**src/rtl/mips_mem_pkg.sv**
```systemverilog
// mips_mem_pkg: shared constants for the memory port arbiter.
//   - Default TIMEOUT / STARVE_LIMIT values.
//   - FSM state encodings, kept as fixed constants so legacy code can match on them.
package mips_mem_pkg;

  localparam int unsigned TIMEOUT_DEF      = 15;
  localparam int unsigned STARVE_LIMIT_DEF = 4;

  localparam logic [1:0] ST_IDLE   = 2'd0;
  localparam logic [1:0] ST_BUSY_I = 2'd1;
  localparam logic [1:0] ST_BUSY_D = 2'd2;
  localparam logic [1:0] ST_RESP   = 2'd3;

endpackage

```
**src/rtl/wait_timer.sv**
```systemverilog
// wait_timer: counts cycles spent waiting on the backing memory.
//   clk, rst   : clock, synchronous active-high reset
//   i_clear    : return the count to zero
//   i_enable   : count this cycle
//   o_expired  : high during the TIMEOUT-th enabled cycle since the last clear
module wait_timer #(
  parameter int unsigned TIMEOUT = 15
) (
  input  logic clk,
  input  logic rst,
  input  logic i_clear,
  input  logic i_enable,
  output logic o_expired
);

  localparam logic [7:0] LAST = 8'(TIMEOUT - 1);

  logic [7:0] r_cnt;

  always_ff @(posedge clk) begin
    if (rst || i_clear) begin
      r_cnt <= '0;
    end else if (i_enable && (r_cnt != LAST)) begin
      r_cnt <= r_cnt + 8'd1;
    end
  end

  assign o_expired = i_enable && (r_cnt == LAST);

endmodule

```
**src/rtl/mem_port_arbiter.sv**
```systemverilog
// mem_port_arbiter: shares one backing-memory port between an instruction
// refill requester (I) and a data requester (D).
//   clk, rst                     : clock, synchronous active-high reset
//   i_req/i_addr                 : I-side request (read only)
//   d_req/d_addr/d_wdata/d_we    : D-side request
//   i_done/d_done, i_rdata/d_rdata : one-cycle completion and read data
//   i_stall/d_stall              : request pending and not completing this cycle
//   err                          : timeout abort flag, coincident with done
//   busy                         : FSM not idle
//   mem_req/mem_addr/mem_wdata/mem_we : registered backing-memory request
//   mem_rdata/mem_ack            : backing-memory response
// D has priority; I is forced after STARVE_LIMIT consecutive D grants with I waiting.
module mem_port_arbiter
  import mips_mem_pkg::*;
#(
  parameter int unsigned TIMEOUT      = TIMEOUT_DEF,
  parameter int unsigned STARVE_LIMIT = STARVE_LIMIT_DEF
) (
  input  logic        clk,
  input  logic        rst,
  input  logic        i_req,
  input  logic [31:0] i_addr,
  input  logic        d_req,
  input  logic [31:0] d_addr,
  input  logic [31:0] d_wdata,
  input  logic        d_we,
  output logic        i_done,
  output logic        d_done,
  output logic [31:0] i_rdata,
  output logic [31:0] d_rdata,
  output logic        i_stall,
  output logic        d_stall,
  output logic        err,
  output logic        busy,
  output logic        mem_req,
  output logic [31:0] mem_addr,
  output logic [31:0] mem_wdata,
  output logic        mem_we,
  input  logic [31:0] mem_rdata,
  input  logic        mem_ack
);

  localparam logic [3:0] LIMIT = 4'(STARVE_LIMIT);

  logic [1:0]  r_state;
  logic        r_owner_d;
  logic [3:0]  r_starve;
  logic        r_err;
  logic [31:0] r_rdata;
  logic        r_mem_req;
  logic [31:0] r_mem_addr;
  logic [31:0] r_mem_wdata;
  logic        r_mem_we;

  logic w_in_busy;
  logic w_expired;
  logic w_grant_i;
  logic w_resp;

  assign w_in_busy = (r_state == ST_BUSY_I) || (r_state == ST_BUSY_D);
  assign w_resp    = (r_state == ST_RESP);
  assign w_grant_i = i_req && (!d_req || (r_starve == LIMIT));

  wait_timer #(.TIMEOUT(TIMEOUT)) u_wait_timer (
    .clk      (clk),
    .rst      (rst),
    .i_clear  (!w_in_busy),
    .i_enable (w_in_busy),
    .o_expired(w_expired)
  );

  always_ff @(posedge clk) begin
    if (rst) begin
      r_state     <= ST_IDLE;
      r_owner_d   <= 1'b0;
      r_starve    <= '0;
      r_err       <= 1'b0;
      r_rdata     <= '0;
      r_mem_req   <= 1'b0;
      r_mem_addr  <= '0;
      r_mem_wdata <= '0;
      r_mem_we    <= 1'b0;
    end else begin
      case (r_state)
        ST_IDLE: begin
          r_err   <= 1'b0;
          r_rdata <= '0;
          if (w_grant_i) begin
            r_state     <= ST_BUSY_I;
            r_owner_d   <= 1'b0;
            r_starve    <= '0;
            r_mem_req   <= 1'b1;
            r_mem_addr  <= i_addr;
            r_mem_we    <= 1'b0;
            r_mem_wdata <= '0;
          end else if (d_req) begin
            r_state     <= ST_BUSY_D;
            r_owner_d   <= 1'b1;
            r_mem_req   <= 1'b1;
            r_mem_addr  <= d_addr;
            r_mem_we    <= d_we;
            r_mem_wdata <= d_wdata;
            // I waiting behind this D grant: age it; I absent: forget history.
            if (!i_req) begin
              r_starve <= '0;
            end else if (r_starve != LIMIT) begin
              r_starve <= r_starve + 4'd1;
            end
          end else begin
            r_starve <= '0;
          end
        end
        ST_BUSY_I, ST_BUSY_D: begin
          // An ack in the expiry cycle still counts as a normal completion.
          if (mem_ack) begin
            r_rdata   <= r_mem_we ? '0 : mem_rdata;
            r_err     <= 1'b0;
            r_mem_req <= 1'b0;
            r_state   <= ST_RESP;
          end else if (w_expired) begin
            r_rdata   <= '0;
            r_err     <= 1'b1;
            r_mem_req <= 1'b0;
            r_state   <= ST_RESP;
          end
        end
        ST_RESP: begin
          r_err   <= 1'b0;
          r_rdata <= '0;
          r_state <= ST_IDLE;
        end
        default: r_state <= ST_IDLE;
      endcase
    end
  end

  assign i_done    = w_resp && !r_owner_d;
  assign d_done    = w_resp && r_owner_d;
  assign i_rdata   = i_done ? r_rdata : '0;
  assign d_rdata   = d_done ? r_rdata : '0;
  assign err       = w_resp && r_err;
  assign i_stall   = i_req && !i_done;
  assign d_stall   = d_req && !d_done;
  assign busy      = (r_state != ST_IDLE);
  assign mem_req   = r_mem_req;
  assign mem_addr  = r_mem_addr;
  assign mem_wdata = r_mem_wdata;
  assign mem_we    = r_mem_we;

endmodule
```
**config.mk**
```make
export PLATFORM = sky130hd
export DESIGN_NAME = mem_port_arbiter
export DESIGN_NICKNAME = d
export VERILOG_FILES = /design/src/rtl/mips_mem_pkg.sv /design/src/rtl/wait_timer.sv /design/src/rtl/mem_port_arbiter.sv
export SDC_FILE = /design/constraint.sdc
export NUM_CORES = 1
export LEC_CHECK = 0
export CAP_MARGIN = 25
export CORE_UTILIZATION = 36
export DETAILED_ROUTE_END_ITERATION = 10
export PLACE_DENSITY = 0.76
export RECOVER_POWER = 100
export SLEW_MARGIN = 20
export SYNTH_ARGS = -nofsm -noshare
export SYNTH_HDL_FRONTEND = slang
export SYNTH_HIERARCHICAL = 1
export SYNTH_SLANG_ARGS = --single-unit
```
**constraint.sdc**
```tcl
create_clock -name clk -period 1.9 [get_ports clk]
set_input_delay 0.57 -clock clk [delete_from_list [all_inputs] [get_ports clk]]
set_output_delay 0.57 -clock clk [all_outputs]
set_load 0.005 [all_outputs]
```
==> metrics.md <==
| Metric | Value |
|---|---|
| Syn Inst Count | ~640 |
| CP required | 1.33 ns |
| Cell family with most CP delay | buffers and inverters |
| Crit-path max FO | 5 |
| Critical Path Max Stage Delay | 0.33 ns |
| Post-Syn Nets | between 700 and 800 |
| CP Cell Sequence | ha_4 > and2b_4 > buf_12 > buf_6 > and2_4 > buf_6 |
| Die height | 123 um |
| Clock buffer depth | 2 |
| Clk Latency, worst-skew pair | 0.41 ns |
| Via density | around 5.4 |
| Tightest Hold Check Type | reg -> reg |
| Wire length on met2 | roughly 9600 um |
| Area after DPL | approximately 0.0084 mm^2 |
| Inserted Diodes | 0 |
| Tot GR Track Use | between 20% and 30% |
| Post-route DRC | 0 |
| Post-layout util | between 60 and 70% |
| First-pass DRT Iterations | 4 |
| IO Count | 270 |
| Area of the multi-input gates | around 0.0028 mm^2 |
| Core area | 0.0141 mm^2 |
| Met3 Wirelength | between 1500 and 2000 um |
| Clock tree from TritonCTS | built |
| WS Path Type | reg -> out |
| Pre-CTS setup slack | -0.469 ns |
| WL/cell | approximately 17 um |
| Final period util | 115% |
| Port bufs | approximately 270 |
| Slew Viols, Final | 0 |
| Fmax | ~460 MHz |
| Sequential area share after synthesis | 43.2% |
| Critical path buffers and inverters | 3 |
| Hold WS | roughly 0.45 ns |
| DRT Wirelength | roughly 19000 um |
| Full die area | 0.0152 mm^2 |
| GR Overflow Total | 0 |
| # setup viols final | approximately 150 |
| CTS clock-pin slew for the worst setup and hold paths | approximately 0.05 ns |
| Vias | 6047 |
| Final Non-Filler Cells | between 1000 and 1500 |
| Fin. Hold Viols | 0 |
| Synth Flop Type | dfxtp_1 |
| Mapped Area | 0.00528 mm^2 |
| Root Driver | clkbuf_16 |
| Asr flop ratio synth | 0% |
| Worst setup SP type | flip-flop |
| Initial antenna violation count | 0 |
| Clk_skew | ~0.0072 ns |
| Share of cells above drive strength 1 | between 20 and 25% |
| Setup repair after global routing missed its margin | yes |
| Crit path top cell by count | buf_6 |
| CTS Buf Count | 17 |
| Max-Cap Viols | 0 |
| Largest net degree at the start of global routing | 41 |
| Top sig layer | met4 |
| Layout fillers | approximately 1200 |
| Die Wd | approximately 120 um |
| Detailed placement HPWL | between 10000 and 15000 um |
| Post-synthesis cell type count | 47 |
| Peak supply drop | 646 uV |
| Fin crit period | between 2 and 2.5 ns |
| Htree depth | 4 |
| Relative slew slack | between 70% and 80% |
| Global placement routability congestion | between 0.8 and 0.9 |
| CTS sink count | 114 |
| Fin area | 0.00930 mm^2 |
| Nets | roughly 1100 |
| Final ANT Viol Nets | 0 |
| Slowest CP cell | dfxtp_2 |
| Status | complete, but fails checks |
| Power Dens Cells | around 1100 mW/mm^2 |
| Post-synth EDFFs | 0 |
| Worst setup EP type | primary output |
| Mapped Avg Cell Area | a little over 8 um^2 |
| FF+latch area | between 0.002 and 0.0025 mm^2 |
| Initial Util | approximately 37% |
| Leak | 3.68 nW |
| Placed cells | 1064 |
| DRT iter0 DRCs | approximately 280 |
| Yosys warnings | 6 |
| First-pass GRT wire length | 28300 um |
| Measured slew at the worst slew-check pin | about 0.43 ns |
| Met1 WL | roughly 7500 um |
| Post-synthesis register bit count | ~110 |
| Failing checks | negative setup slack |
| Crit path DAT | 1.62 ns |
| Hold Buf Count CTS | 0 |
| Fin worst setup slack | -0.288 ns |
| Synthesis-to-layout area growth | 76.0% |
| Vias in the first global route | 5573 |
| Core Rows | between 40 and 50 |
==> where the power goes <==
| part | switching, mW | internal, mW |
|---|---|---|
| clock network | 1.04 | 1.78 |
| registers | 0.317 | 2.94 |
| logic | 2.03 | 2.28 |
| total | 3.39 | 6.99 |
==> metrics by stage <==
step | TNS (ns) | total power [mW]
3_5_place_dp | -41.70 | 7.18
3_3_place_gp | -37.96 | 7.12
6_report | -15.60 | 10.4
2_1_floorplan | 0 | 5.01
5_1_grt | -27.10 | 10.9
4_1_cts | -22.18 | 10.2
==> worst register-to-register path, cell delays in order, from the launching register on <==
cell      delay (ns)
dfxtp_2         0.35
buf_4           0.12
inv_2           0.03
ha_1            0.32
clkbuf_1        0.19
inv_1           0.07
or2_2           0.34
a2111o_1        0.39
o21ai_0         0.10
==> what timing repair did <==
| item | CTS | global route |
|---|---|---|
| setup buffers | 6 | 4 |
| gates cloned | 3 | 5 |
| hold endpoints to repair | 0 | 0 |
| setup endpoints to repair | 84 | 139 |
| pin swaps | 14 | 13 |
| resized for setup | 212 | 158 |
==> synthesized netlist by cell type, types with 3 or more instances <==
cell | n | share of area [%]
buf_2 | 22 | 2.1
a21oi_1 | 44 | 4.2
o211ai_1 | 32 | 4.5
buf_4 | 6 | 0.85
and3b_1 | 3 | 0.50
nand2_1 | 45 | 3.2
nand3_1 | 36 | 3.4
a22oi_1 | 33 | 4.7
ha_1 | 6 | 1.4
dfxtp_1 | 114 | 43
nor2_1 | 38 | 2.7
buf_1 | 4 | 0.28
o31ai_1 | 3 | 0.43
clkbuf_1 | 35 | 2.5
o21ai_0 | 36 | 3.4
a31oi_1 | 32 | 3.8
nand4_1 | 36 | 4.3
inv_1 | 10 | 0.71
and2_1 | 35 | 4.1
and3_1 | 33 | 3.9
==> cell usage in the layout (no fill, tap or decap), types with 9 or more instances in the layout <==
cell type / n
and2_4: 28
a21oi_1: 44
clkbuf_16: 21
buf_6: 52
a31oi_1: 32
buf_12: 14
buf_4: 29
inv_1: 9
clkbuf_2: 19
clkdlybuf4s50_1: 198
and3_4: 18
o21ai_0: 36
and3_1: 15
nor2_1: 37
o211ai_1: 32
nand2_1: 45
nand4_1: 36
a22oi_1: 33
nand3_1: 36
dfxtp_1: 109
buf_2: 9
==> state kept, by name, indices dropped and copies added (netlist names), 2 cells and up <==
name	cells
r_starve	4
r_state	2
r_rdata	32
mem_wdata	32
u_wait_timer/r_cnt	8
mem_addr	32
==> routing by layer <==
| layer | GRT usage [%] | vias up |
|---|---|---|
| met2 | 42.4 | 248 |
| met4 | 9.94 | 0 |
| met1 | 26.5 | 2864 |
| met5 | 0 | - |
| met3 | 7.89 | 33 |
| li1 | - | 2902 |
==> cell families (layout without fill, tap and decap cells) <==
group	Yosys count	in the layout	synth area share, %
adders and majority gates	6	6	1.42
buffers and inverters	79	372	6.84
AOI/OAI and AO/OA	192	192	23.1
muxes	1	1	0.189
and+or+nand+nor	245	245	25.2
DFF	114	114	43.2
==> path summary, 6_finish.rpt <==
kind / from / to / slack [ns] / cells after the start
hold / removal: mem_wdata[21] / mem_wdata[21] / 0.45 / 2
setup reg to reg: r_state[0] / u_wait_timer/r_cnt[3] / -0.11 / 8
hold reg to reg: mem_wdata[21] / mem_wdata[21] / 0.45 / 2
setup / recovery: r_state[0] / i_rdata[13] / -0.29 / 6
==> area by class of cell <==
| cell class | instances | area share [%] |
|---|---|---|
| clock buffer | 25 | 5.33 |
| timing repair buffer | 331 | 36.4 |
| tap | 180 | 2.42 |
| multi-input combinational | 444 | 30.5 |
| sequential | 114 | 24.6 |
| inverter | 10 | 0.404 |
| clock inverter | 6 | 0.323 |
Power figures use the tool's default switching activity.
